$ cat src/rtl/lms_sample_scheduler.sv
// Sample scheduler for the 8-tap bit-serial LMS core: input FIFO, one start per
// sample, result hold with valid/ready, watchdog recovery of a hung core.
module lms_sample_scheduler #(
    parameter int WIDTH   = 16,
    parameter int DEPTH   = 4,
    parameter int TIMEOUT = 63,
    parameter int CNT_W   = 16
) (
    input  logic             clk,
    input  logic             rst,
    input  logic             enable,
    input  logic             in_valid,
    output logic             in_ready,
    input  logic [WIDTH-1:0] in_x,
    input  logic [WIDTH-1:0] in_d,
    output logic             out_valid,
    input  logic             out_ready,
    output logic [WIDTH-1:0] out_y,
    output logic [WIDTH-1:0] out_e,
    output logic             core_start,
    output logic [WIDTH-1:0] core_x,
    output logic [WIDTH-1:0] core_d,
    output logic             core_rst,
    input  logic             core_done,
    input  logic [WIDTH-1:0] core_y,
    input  logic [WIDTH-1:0] core_e,
    output logic             busy,
    output logic             err_timeout,
    input  logic             err_clear,
    output logic [CNT_W-1:0] sample_count
);

    localparam int AW  = $clog2(DEPTH);
    localparam int WDW = $clog2(TIMEOUT + 1);

    // state     | meaning
    // S_IDLE    | waiting for enable, a queued sample and a free result register
    // S_ISSUE   | start pulse to the core, watchdog cleared
    // S_WAIT    | core inputs held, waiting for done or watchdog expiry
    // S_CAPTURE | result just latched, returning to idle
    typedef enum logic [1:0] {
        S_IDLE    = 2'd0,
        S_ISSUE   = 2'd1,
        S_WAIT    = 2'd2,
        S_CAPTURE = 2'd3
    } state_t;

    state_t r_state;
    state_t w_next;

    logic [2*WIDTH-1:0] r_mem [DEPTH];
    logic [AW-1:0]      r_wr_ptr;
    logic [AW-1:0]      r_rd_ptr;
    logic [AW:0]        r_count;
    logic [WIDTH-1:0]   r_core_x;
    logic [WIDTH-1:0]   r_core_d;
    logic [WIDTH-1:0]   r_out_y;
    logic [WIDTH-1:0]   r_out_e;
    logic               r_out_valid;
    logic [WDW-1:0]     r_wd_cnt;
    logic               r_wd_pulse;
    logic               r_err;
    logic [CNT_W-1:0]   r_sample_count;

    logic               w_full;
    logic               w_empty;
    logic               w_push;
    logic               w_issue;
    logic               w_done;
    logic               w_wd_fire;
    logic               w_accept;
    logic [2*WIDTH-1:0] w_head;

    assign w_full    = (r_count == (AW+1)'(DEPTH));
    assign w_empty   = (r_count == '0);
    assign in_ready  = !rst && !w_full;
    assign w_push    = in_valid && in_ready;
    assign w_issue   = (r_state == S_IDLE) && enable && !w_empty && !r_out_valid;
    assign w_done    = (r_state == S_WAIT) && core_done;
    // Fires on the cycle the counter would step to TIMEOUT; done on that cycle still wins.
    assign w_wd_fire = (r_state == S_WAIT) && !core_done && (r_wd_cnt == WDW'(TIMEOUT - 1));
    assign w_accept  = r_out_valid && out_ready;
    assign w_head    = r_mem[r_rd_ptr];

    always_comb begin
        w_next = r_state;
        case (r_state)
            S_IDLE:    if (w_issue) w_next = S_ISSUE;
            S_ISSUE:   w_next = S_WAIT;
            S_WAIT: begin
                if (w_done)         w_next = S_CAPTURE;
                else if (w_wd_fire) w_next = S_IDLE;
            end
            S_CAPTURE: w_next = S_IDLE;
            default:   w_next = S_IDLE;
        endcase
    end

    always_ff @(posedge clk) begin
        if (rst) r_state <= S_IDLE;
        else     r_state <= w_next;
    end

    always_ff @(posedge clk) begin
        if (w_push) r_mem[r_wr_ptr] <= {in_x, in_d};
    end

    always_ff @(posedge clk) begin
        if (rst) begin
            r_wr_ptr <= '0;
            r_rd_ptr <= '0;
            r_count  <= '0;
        end else begin
            if (w_push)  r_wr_ptr <= r_wr_ptr + AW'(1);
            if (w_issue) r_rd_ptr <= r_rd_ptr + AW'(1);
            case ({w_push, w_issue})
                2'b10:   r_count <= r_count + (AW+1)'(1);
                2'b01:   r_count <= r_count - (AW+1)'(1);
                default: r_count <= r_count;
            endcase
        end
    end

    always_ff @(posedge clk) begin
        if (rst) begin
            r_core_x       <= '0;
            r_core_d       <= '0;
            r_out_y        <= '0;
            r_out_e        <= '0;
            r_out_valid    <= 1'b0;
            r_wd_cnt       <= '0;
            r_wd_pulse     <= 1'b0;
            r_err          <= 1'b0;
            r_sample_count <= '0;
        end else begin
            r_wd_pulse <= w_wd_fire;
            if (w_issue) begin
                r_core_x <= w_head[2*WIDTH-1:WIDTH];
                r_core_d <= w_head[WIDTH-1:0];
            end
            if (r_state == S_ISSUE)     r_wd_cnt <= '0;
            else if (r_state == S_WAIT) r_wd_cnt <= r_wd_cnt + WDW'(1);
            // Issue is blocked while a result is held, so done and accept never overlap.
            if (w_done) begin
                r_out_y     <= core_y;
                r_out_e     <= core_e;
                r_out_valid <= 1'b1;
            end else if (w_accept) begin
                r_out_valid <= 1'b0;
            end
            if (w_accept) r_sample_count <= r_sample_count + CNT_W'(1);
            if (w_wd_fire)      r_err <= 1'b1;
            else if (err_clear) r_err <= 1'b0;
        end
    end

    assign out_valid    = r_out_valid;
    assign out_y        = r_out_y;
    assign out_e        = r_out_e;
    assign core_start   = (r_state == S_ISSUE);
    assign core_x       = r_core_x;
    assign core_d       = r_core_d;
    assign core_rst     = rst || r_wd_pulse;
    assign busy         = (r_state != S_IDLE) || !w_empty;
    assign err_timeout  = r_err;
    assign sample_count = r_sample_count;

endmodule

$ cat config.mk
export PLATFORM = sky130hd
export DESIGN_NAME = lms_sample_scheduler
export DESIGN_NICKNAME = d
export VERILOG_FILES = /design/src/rtl/lms_sample_scheduler.sv
export SDC_FILE = /design/constraint.sdc
export NUM_CORES = 1
export LEC_CHECK = 0
export ABC_AREA = 1
export BUFFER_PORTS_ARGS = -buffer_cell sky130_fd_sc_hd__buf_2
export CAP_MARGIN = 10
export CORE_ASPECT_RATIO = 0.5
export CORE_MARGIN = 2
export CORE_UTILIZATION = 55
export DETAILED_ROUTE_END_ITERATION = 12
export PLACE_DENSITY = 0.88
export SKIP_CTS_REPAIR_TIMING = 1
export SLEW_MARGIN = 20
export SYNTH_ARGS = -nofsm -noshare
export SYNTH_HDL_FRONTEND = slang
export SYNTH_SLANG_ARGS = --single-unit
$ cat constraint.sdc
create_clock -name clk -period 3.6 [get_ports clk]
set_clock_uncertainty 0.05 [all_clocks]
set_input_delay 0.36 -clock clk [delete_from_list [all_inputs] [get_ports clk]]
set_output_delay 0.36 -clock clk [all_outputs]
set_load 0.1 [all_outputs]
==> flow_metrics.tcl <==
set metrics [dict create \
    post-route-min-period_ns 2.300 \
    core-area_mm2 0.01553 \
    synthesis.instances 868 \
    fp-row-count 32 \
    rrSetupSlack_ns 1.30 \
    tightest_slew_ns 1.064 \
    syn2layout_area_growth_pct 16.61 \
    post_synth.cell_area_avg_um2 10.13 \
    synth.distinct_cells 34 \
    reg2reg_from "out_valid$_SDFFE_PP0P_" \
    drtPass1Iterations 5 \
    synth_nets 948 \
    critPathLaunchType "register" \
    drt-total-wl_mm 19.18 \
    rsz0062_at_grt "no" \
    cts_buffers 20 \
    crit_path_max_incr_delay_ns 0.38 \
    num_antenna_cells 0 \
    fmax_ghz 0.4348 \
    min_path_cells 2 \
    synth-seq-cells 226 \
    io_buffers 156 \
    finalCritPeriodShare_pct 63.89 \
    clk_pin_slew_ns 0.06 \
    antenna_found_initial 0 \
    dp.cells 1185 \
    ioPinCount 157 \
    overflow 0 \
    synth-async-reset-ratio_pct 0 \
    synth_largest_area_cell "edfxtp_1" \
    die_height_um 93.40 \
    slew_viol_final 0 \
    status "finished, final reports clean" \
    initial_core_util_pct 56.59 \
    clock_latency_ns 0.49 \
    maxCapViolations 0 \
    hold_class "primary input to register" \
    ir_worst_vdd_mv 0.6037 \
    syn-cell-area_mm2 0.008791 \
    p_per_area_mw_per_mm2 764.6 \
    routed_via_density 5.409 \
    synth_ff_type "edfxtp_1" \
    die_width_um 182.8 \
    cts.path.max_buffers 3 \
    slowest_stage "fa_1" \
    yosysWarnings 0 \
    path_class "register to register" \
    cp-end-kind "register" \
    layout-drive-gt1-share_pct 20.14 \
    dieArea_mm2 0.01707 \
    grt_start_max_net_pins 67 \
    wire_per_inst_um 15.70 \
    nets 1084 \
    netlist.area_leader.share_pct 43.72 \
    ys_top_cells_by_area "edfxtp_1 44%, dfxtp_1 22%, nor2_1 8.6%, o21ai_0 7.2%, nand2_1 3.3%" \
    min_to "err_timeout$_SDFFE_PP0P_" \
    h-tree-depth 1 \
    grt_pass1_wl_mm 30.11 \
    place_congestion 0.8041 \
    ant_nets 0 \
    drc 0 \
    relSlewSlack_pct 28.87 \
    setup_tns_ns 0 \
    tritoncts "yes" \
    reg2regPathDepth 10 \
    grt_util_all_layers_pct 22.12 \
    leakage_nw 4.048 \
    cp_cell_sequence "nor2_1 -> nand3_4 -> inv_4 -> ha_1 -> inv_1 -> fa_1 -> a21oi_1 -> o21ai_0 -> o21ai_0 -> a21oi_1" \
    num_vias 6610 \
    final-hold-violation-count 0 \
    min_from "err_clear" \
    final_cells 1222 \
    r2r-end "r_count[2]$_SDFFE_PP0P_" \
    cp_max_fo 34 \
    yosysSeqAreaShare_pct 66.04 \
    dp_hpwl_mm 11.51 \
    synth_enable_flop_cells 128 \
    cp.required_ns 3.92 \
    first_global_vias 6258 \
    cts_root_buf "clkbuf_16" \
    worstPathArrival_ns 2.62 \
    finalPower_w 0.007838 \
    cts.sinks 226 \
    setup_violations 0 \
    drt_iter0_markers 492 \
]
## placed cells by master, fill, tap and decap left out, types with 3 or more instances in the layout
cell       netlist  final
nor2_1         201    197
buf_2           20    156
edfxtp_1       128    128
o21ai_0        127    127
dfxtp_1         98     96
nand2_1         78     77
a21oi_1         53     53
nand3_1         45     45
inv_1           39     38
clkbuf_16        0     21
o21ai_1         16     16
ha_1             8      8
clkinv_1         1      6
nand4_1          6      6
clkbuf_1        15      6
nor2_4           1      5
buf_4            6      5
nor2_2           3      3
clkinv_2         0      3
## layer usage
| metal | global-route usage (%) | vias to the layer above | routed length, um |
|---|---|---|---|
| met5 | 0 | - | 0 |
| li1 | - | 3226 | - |
| met1 | 28.17 | 3146 | 8158 |
| met3 | 3.855 | 36 | 1007 |
| met4 | 5.733 | 0 | 337 |
| met2 | 39.70 | 202 | 9679 |
## registers in the layout, indices dropped and copies added (netlist names)
name,count
r_mem,128
core_d,16
core_x,16
out_e,16
out_y,16
sample_count,16
r_wd_cnt,6
r_count,3
r_rd_ptr,2
r_state,2
r_wr_ptr,2
err_timeout,1
out_valid,1
r_wd_pulse,1
## critical path, delay by kind of cell, from the launching register on
family | cells | cell delay [ns]
AO/OA/AOI/OAI | 4 | 0.47
adder cells (fa/ha/maj) | 2 | 0.59
buffers and inverters | 2 | 0.36
flip-flops | 1 | 0.35
AND/OR/NAND/NOR | 2 | 0.36
## power breakdown
group / switching (W) / internal [W] / total, W
logic: 0.00227 / 0.000464 / 0.00274
clock network: 0.000888 / 0.00107 / 0.00196
registers: 0.000148 / 0.00299 / 0.00314
total: 0.00331 / 0.00453 / 0.00784
## per-stage QoR
stage / utilization [%] / hold slack (ns) / cell area (um2) / worst slack, ns
finish: 65.99 / 0.01550 / 10250 / 1.300
global route: 65.99 / 0.01458 / 10250 / 1.137
CTS: 65.78 / 0.003924 / 10220 / 1.298
detailed placement: 61.98 / 0.4049 / 9629 / 1.193
global placement: 61.98 / 0.3963 / 9629 / 1.207
floorplan: - / 0.4085 / 8791 / 0.9631
## synth_stat cells (2+ instances only)
cell type and instances:
clkbuf_1 15, buf_6 5, nand3_1 45, nand4_1 6
dfxtp_1 98, buf_2 20, xor2_1 2, ha_1 8
a21oi_1 53, nor2_2 3, o21ai_0 127, inv_1 39
clkbuf_2 2, nor2_1 201, buf_4 6, o21ai_1 16
edfxtp_1 128, nand2_1 78
## final cells by class
type                            instances  area (um2)
Sequential cell                       226        5811
Fill cell                            1172        5284
Multi-Input combinational cell        552        2590
Timing Repair Buffer                  162       845.8
Clock buffer                           27       548.0
Tap cell                              204       255.2
Inverter                               42       160.2
Clock inverter                          9       41.29
## worst max path at each step
stage	from	slack, ns	endpoint
finish	out_valid$_SDFFE_PP0P_	1.30	r_count[2]$_SDFFE_PP0P_
floorplan	rst	0.96	in_ready
detailed placement	enable	1.19	r_count[2]$_SDFFE_PP0P_
global route	out_valid$_SDFFE_PP0P_	1.14	r_count[2]$_SDFFE_PP0P_
global placement	enable	1.21	r_count[2]$_SDFFE_PP0P_
CTS	out_valid$_SDFFE_PP0P_	1.30	r_count[2]$_SDFFE_PP0P_
## cell families after synthesis
logic type	count (synthesis)	synth area share [%]
compound gates	199	11.39
xor+xnor	3	0.2989
fa+ha+maj	9	1.366
buf+inv	90	4.868
flops	226	66.04
simple gates	341	16.04
Power figures use the tool's default switching activity.
